## config.mk

```make
export PLATFORM = sky130hd
export DESIGN_NAME = muldiv_unit
export DESIGN_NICKNAME = d
export VERILOG_FILES = /design/src/rtl/muldiv_unit.sv
export SDC_FILE = /design/constraint.sdc
export NUM_CORES = 1
export LEC_CHECK = 0
export ABC_AREA = 1
export CORE_ASPECT_RATIO = 1.25
export CORE_UTILIZATION = 60
export DETAILED_ROUTE_END_ITERATION = 7
export HOLD_SLACK_MARGIN = 0.05
export PLACE_DENSITY = 0.9
export SYNTH_ARGS = -nofsm -noshare
export SYNTH_HDL_FRONTEND = slang
export SYNTH_SLANG_ARGS = --single-unit
```

## constraint.sdc

```tcl
create_clock -name clock -period 7.2 [get_ports clock]
set_input_delay 1.8 -clock clock [delete_from_list [all_inputs] [get_ports clock]]
set_output_delay 1.8 -clock clock [all_outputs]
set_load 0.05 [all_outputs]
```

## src/rtl/muldiv_unit.sv

```systemverilog
// Multi-cycle MULT/MULTU/DIV/DIVU unit: one bit per cycle, results land in HI/LO.
// Handshake: start accepted in IDLE, busy while in flight, single-cycle done pulse.
module muldiv_unit #(
    parameter int unsigned WIDTH = 32
) (
    input  logic             clock,
    input  logic             reset,
    input  logic             start,
    input  logic [1:0]       op,
    input  logic [WIDTH-1:0] opA,
    input  logic [WIDTH-1:0] opB,
    output logic             busy,
    output logic             done,
    output logic [WIDTH-1:0] hi,
    output logic [WIDTH-1:0] lo,
    output logic             div_by_zero
);

    localparam int unsigned W2 = 2 * WIDTH;
    localparam int unsigned CW = $clog2(WIDTH + 1);

    typedef enum logic [1:0] {IDLE, RUN, FIX} state_t;

    state_t           state_q;
    logic [CW-1:0]    count_q;
    logic             busy_q, done_q, dbz_q;
    logic [WIDTH-1:0] hi_q, lo_q;
    logic             is_div_q, neg_q, rem_neg_q, bzero_q;
    logic [WIDTH-1:0] opa_q, opnd_q, rem_q;
    logic [W2-1:0]    acc_q;

    logic             sgn_d;
    logic [WIDTH-1:0] a_mag_d, b_mag_d;
    logic [WIDTH:0]   mul_sum_d, div_shift_d, div_trial_d;
    logic [W2-1:0]    mul_acc_d, prod_d;
    logic [WIDTH-1:0] div_rem_d, div_quo_d;
    logic [WIDTH-1:0] hi_d, lo_d;
    logic             dbz_d;

    // Operand magnitudes for the accept edge
    always_comb begin
        sgn_d   = ~op[0];
        a_mag_d = (sgn_d && opA[WIDTH-1]) ? (~opA + 1'b1) : opA;
        b_mag_d = (sgn_d && opB[WIDTH-1]) ? (~opB + 1'b1) : opB;
    end

    // One iteration of shift-add multiply and restoring divide
    always_comb begin
        mul_sum_d   = {1'b0, acc_q[W2-1:WIDTH]} + (acc_q[0] ? {1'b0, opnd_q} : '0);
        mul_acc_d   = {mul_sum_d, acc_q[WIDTH-1:1]};
        div_shift_d = {rem_q, acc_q[WIDTH-1]};
        div_trial_d = div_shift_d - {1'b0, opnd_q};
        div_rem_d   = div_trial_d[WIDTH] ? div_shift_d[WIDTH-1:0] : div_trial_d[WIDTH-1:0];
        div_quo_d   = {acc_q[WIDTH-2:0], ~div_trial_d[WIDTH]};
    end

    // Sign correction and divide-by-zero override applied in FIX
    always_comb begin
        prod_d = neg_q ? (~acc_q + 1'b1) : acc_q;
        hi_d   = prod_d[W2-1:WIDTH];
        lo_d   = prod_d[WIDTH-1:0];
        dbz_d  = 1'b0;
        if (is_div_q) begin
            if (bzero_q) begin
                hi_d  = opa_q;
                lo_d  = '1;
                dbz_d = 1'b1;
            end else begin
                lo_d = neg_q     ? (~acc_q[WIDTH-1:0] + 1'b1) : acc_q[WIDTH-1:0];
                hi_d = rem_neg_q ? (~rem_q + 1'b1)            : rem_q;
            end
        end
    end

    always_ff @(posedge clock) begin
        if (reset) begin
            state_q   <= IDLE;
            count_q   <= '0;
            busy_q    <= 1'b0;
            done_q    <= 1'b0;
            dbz_q     <= 1'b0;
            hi_q      <= '0;
            lo_q      <= '0;
            is_div_q  <= 1'b0;
            neg_q     <= 1'b0;
            rem_neg_q <= 1'b0;
            bzero_q   <= 1'b0;
            opa_q     <= '0;
            opnd_q    <= '0;
            rem_q     <= '0;
            acc_q     <= '0;
        end else begin
            done_q <= 1'b0;
            case (state_q)
                IDLE: begin
                    if (start) begin
                        is_div_q  <= op[1];
                        neg_q     <= sgn_d && (opA[WIDTH-1] ^ opB[WIDTH-1]);
                        rem_neg_q <= sgn_d && opA[WIDTH-1];
                        bzero_q   <= (opB == '0);
                        opa_q     <= opA;
                        opnd_q    <= op[1] ? b_mag_d : a_mag_d;
                        acc_q     <= {WIDTH'(0), (op[1] ? a_mag_d : b_mag_d)};
                        rem_q     <= '0;
                        count_q   <= CW'(WIDTH);
                        busy_q    <= 1'b1;
                        state_q   <= RUN;
                    end
                end
                RUN: begin
                    acc_q   <= is_div_q ? {acc_q[W2-1:WIDTH], div_quo_d} : mul_acc_d;
                    rem_q   <= div_rem_d;
                    count_q <= count_q - CW'(1);
                    if (count_q == CW'(1)) begin
                        state_q <= FIX;
                    end
                end
                FIX: begin
                    hi_q    <= hi_d;
                    lo_q    <= lo_d;
                    dbz_q   <= dbz_d;
                    done_q  <= 1'b1;
                    busy_q  <= 1'b0;
                    state_q <= IDLE;
                end
                default: state_q <= IDLE;
            endcase
        end
    end

    assign busy        = busy_q;
    assign done        = done_q;
    assign hi          = hi_q;
    assign lo          = lo_q;
    assign div_by_zero = dbz_q;

endmodule

```

* After elaboration in Yosys (flattened, before gate mapping)
Index checks and enable logic that the tools add are counted.
Word-level totals: flip-flop bits (word level) 239, input port bits 69, logic and storage cells 78
Cells by class: add/subtract/negate cells 8, eq/ne operators 6, mux-type cells 28, bitwise gates (word level) 8, reductions and logical operators 12
Operators by type and width (number):
- 32-bit two-way mux | 13
- 64-bit two-way mux | 3
- 32-bit by 1-bit adder with 32-bit output (second input constant) | 4
- 32-bit inverter | 4
- 64-bit one-hot mux with 2 select lines | 1
- 64-bit by 1-bit adder with 64-bit output (second input constant) | 1
- 64-bit inverter | 1
- 32-bit one-hot mux with 2 select lines | 1
- 32-bit by 32-bit adder with 33-bit output | 1
- 33-bit by 32-bit subtractor with 33-bit output | 1
- 32-bit logical NOT | 1
- 6-bit one-hot mux with 2 select lines | 1
- 2-bit AND reduction | 4
- 6-bit by 1-bit == test with 1-bit output (second input constant) | 1
- 6-bit two-way mux | 1
- 2-bit != test (second input constant) | 3
- 6-bit by 1-bit subtractor with 6-bit output (second input constant) | 1
- 1-bit two-way mux | 4
- 2-bit two-way mux | 2
- 2-bit one-hot mux with 2 select lines | 1
- 2-bit nonzero test | 2
- 1-bit logical AND | 3
- 3-bit AND reduction | 1
- 2-bit by 1-bit == test with 1-bit output (second input constant) | 1
- other kinds (5) | 6

* Longest topological paths before layout
depth in word-level cells 6, mapped depth 19

* Least setup slack after synthesis
Ideal clock, no wire load.
path type in2reg, start point input port opA[1], end point register opnd_q[20], arrival time 3.002 ns, path slack 4.083 ns, stages 13, path buffers 0, path through inv_1 ha_1 nand3_1 nor2_1 nand2_1 nor3_1 nand2_1 nand3_1 nand2_1 nand2_1 nand2_1 o21ai_0 inv_1
On the way: cells in the longest elaborated chain, start to end 4
Ends and longest elaborated chain:
- from (decl) | RTL line 10 | input logic [WIDTH-1:0] opA,
- 32-bit inverter | RTL line 43 | a_mag_d = (sgn_d && opA[WIDTH-1]) ? (~opA + 1'b1) : opA;
- 32-bit by 1-bit adder with 32-bit output | RTL line 43
- 32-bit two-way mux | RTL line 43
- 32-bit two-way mux | RTL line 102 | opnd_q <= op[1] ? b_mag_d : a_mag_d;
- to (signal assigned) | RTL line 102
- to (decl) | RTL line 29 | logic [WIDTH-1:0] opa_q, opnd_q, rem_q;
Every way passes these cells. A chain may end at the register's enable or synchronous reset.

* Worst setup path after layout
start point register opnd_q[29], end point register rem_q[14]
On the way: cells in the longest elaborated chain, start to end 3
Ends and longest elaborated chain:
- 33-bit by 32-bit subtractor with 33-bit output | RTL line 52 | div_trial_d = div_shift_d - {1'b0, opnd_q};
- 32-bit two-way mux | RTL line 53 | div_rem_d = div_trial_d[WIDTH] ? div_shift_d[WIDTH-1:0] : div_trial_d[WIDTH-1:0];
- 32-bit one-hot mux with 2 select lines | RTL line 94 | case (state_q)
- to (signal assigned) | RTL line 112 | rem_q <= div_rem_d;
- to (decl) | RTL line 29
Every way passes these cells.

==> out/metrics.yaml <==
grt:
  grt_max_degree: 89
  grt-ovfl-total: 0
  grt_pass1_wl_um: 122000
  first_global_vias: 22200
  grtUsageTotal_pct: 45.0
  grt_antenna_before_repair: 2
logic_synthesis:
  ys_async_sr_fraction_pct: 0
  synth_area_sq_um: 20400
  synth_top_area_share_pct: 23.5
  synth_top_cell_by_area: "dfxtp_1"
  synth_top_family_by_area: "simple AND/OR/NAND/NOR gates"
  synthAdderAreaFrac_pct: 4.50
  synthTopCellsByArea: "dfxtp_1 (23%), nand2_1 (18%), inv_1 (8.6%), nand3_1 (7.9%), nor2_1 (6.9%)"
  synth-edff-count: 0
  synth_seq_cells: 239
  synth_area_per_cell_sq_um: 5.81
  yosys.area_share.xor_xnor_pct: 3.52
  ys_seq_area_share_pct: 23.5
  yosys.area_share.simple_pct: 38.7
  yosysWarnings: 0
  synth_compound_area_share_pct: 17.9
  synth.area.mux_share_pct: 0
  synth_ff_type: "dfxtp_1"
  syn_nets: 3648
  syn_inst: 3507
  synth_cell_types: 46
critical_path:
  endpoint: "rem_q[14]"
  reg2reg_slack_ns: 3.22
  r2r_end: "rem_q[14]"
  crit_arrival_ns: 4.40
  required_ns: 7.62
  worst-setup-path-type: "reg2reg"
  cp-startpoint: "opnd_q[29]"
  critPathCaptureType: "register"
  cp_max_fo: 29
  reg2reg_from: "opnd_q[29]"
  crit_path_start_kind: "register"
  rr_worst_depth: 12
sta:
  worstMarginPinSlew_ns: 1.15
  relSlewSlack_pct: 23.3
  post-route-period-util_pct: 55.3
  skew_ns: 0.0263
  finalHoldViolCount: 0
  clock.fmax_mhz: 251
  rsz0062_at_grt: "no"
  period_minus_slack_ns: 3.98
  setup_tns_ns: 0
  setup_viol: 0
  drv_slew: 0
route:
  routed-wl-met2_um: 33900
  vias: 24300
  dr_wl_met3_um: 9610
  wl_per_cell_um: 19.9
  routed.top_layer: "met5"
  via_per_inst: 6.08
  wl_met1_um: 29500
  ant_nets: 0
  drt-total-wl_um: 79400
  drt_iter0_drc: 3172
  drc: 0
  dr.pass1.iters: 7
cts:
  clk_latency_ns: 0.59
  cts_buffers: 26
  clk_pin_slew_ns: 0.06
  cts-htree-levels: 1
  post_cts_buffers: 0
  clk_path_buf_depth: 3
  cts_root_buffer: "clkbuf_16"
  cts_num_sinks: 239
  cts_tree: "yes"
  holdBufCountCts: 0
  cts_resized: 0
power:
  swShare_pct: 48.2
  p_per_area_nw_per_um2: 282
  internal_power_mw: 3.33
  clkPwrFrac_pct: 22.9
  combinationalPowerShare_pct: 51.5
  leakage_nw: 11.2
  p_seq_share_pct: 25.6
  peakVddDrop_uv: 231
  p_sw_mw: 3.09
place:
  gp_congestion: 1.06
  port_buffers: 135
  place_hpwl_um: 60700
floorplan:
  start_util_pct: 60.8
  die_area_sq_um: 34700
  die_x_um: 167
  rows: 75
  coreArea_sq_um: 33500
  fp.dieH_um: 208
  ios: 136
min_path:
  hp-class: "reg2reg"
  min_from: "hi[26]"
layout:
  utilization_pct: 68.0
  drive_gt1_share_pct: 4.89
  fin_nets: 3698
  syn_to_final_growth_pct: 11.8
  antennaDiodeCount: 0
job:
  cap_violations: 0
status:
  outcome: "finished, final reports clean"
## kinds of logic (layout without fill, tap and decap cells)
logic type | after synthesis | in the layout
adders and majority gates | 72 | 72
DFF | 239 | 239
buffers and inverters | 620 | 689
and+or+nand+nor | 1847 | 1847
xor gates and xnor gates | 82 | 82
AOI/OAI and AO/OA | 647 | 647
## final cells by class
type	count	area, sq um
clock buffer	34	721
sequential	239	4790
inverter	485	1820
multi-input combinational	2648	13200
clock inverter	13	200
timing repair buffer	157	1510
fill	3148	10700
tap	423	529
## critical path, stage by stage, from the launching register on
cell and delay [ns]:
dfxtp_1 0.56, inv_1 0.25, ha_1 0.42, nand2_1 0.15
nor2_1 0.09, nand2_1 0.11, inv_1 0.08, a21oi_4 0.21
nand3_2 0.66, nand2_2 0.88, nand2_1 0.16, nand3_1 0.13
a21oi_1 0.09
## per-layer routing
metal / track usage (%) / vias to the layer above
met5: 0 / -
met3: 8.96 / 357
met4: 32.4 / 4
li1: - / 11500
met2: 69.1 / 1625
met1: 56.1 / 10800
## cells in the final DEF, fill, tap and decap left out, drive strengths merged, types with 34 or more instances in the layout
cell type	count
a21oi	286
inv	481
ha	70
nand2	985
dfxtp	239
clkdlybuf4s50	134
clkbuf	34
nor2	389
nand3	341
xor2	58
o21ai	231
nor3	39
nand4	57
## synth_stat cells (all sizes together), types with 24 or more instances
| library cell | number |
|---|---|
| nor3 | 39 |
| nor2 | 389 |
| clkbuf | 97 |
| xor2 | 58 |
| inv | 482 |
| buf | 38 |
| dfxtp | 239 |
| nand4 | 57 |
| xnor2 | 24 |
| nand2 | 985 |
| a221oi | 32 |
| o21ai | 231 |
| ha | 70 |
| a21oi | 286 |
| nand3 | 341 |
| o211ai | 25 |
## worst min-delay path by stage
stage	endpoint	slack, ns	cells after the start
floorplan	count_q[5]	0.44	1
global placement	hi[29]	0.44	2
detailed placement	hi[26]	0.44	2
CTS	hi[26]	0.45	2
global route	hi[29]	0.47	2
finish	hi[26]	0.45	2
## flip-flops by register name, indices dropped and copies added (netlist names), 2 cells and up
signal	flops
hi	32
lo	32
opnd_q	32
state_q	2
opa_q	32
acc_q	64
rem_q	32
count_q	6
## power groups by stage
stage	Combinational (mW)	Sequential (mW)	Clock [mW]
6_report	3.31	1.64	1.47
5_1_grt	3.65	1.64	1.51
4_1_cts	3.21	1.62	1.46
3_5_place_dp	3.18	1.65	0
3_3_place_gp	3.15	1.65	0
2_1_floorplan	2.46	1.59	0
## per-stage QoR
step / hold WS (ns) / instance area [sq um] / cells / setup WS (ns) / power [mW]
after floorplan: 0.443 / 20400 / 3507 / 4.08 / 4.05
after global placement: 0.438 / 21900 / 3952 / 2.88 / 4.80
after detailed placement: 0.443 / 21900 / 3952 / 2.85 / 4.83
after CTS: 0.454 / 22800 / 3999 / 3.43 / 6.29
after global routing: 0.472 / 22800 / 3999 / 3.11 / 6.80
final: 0.450 / 22800 / 3999 / 3.22 / 6.42
Note: power is estimated with default switching activity, not from simulation.
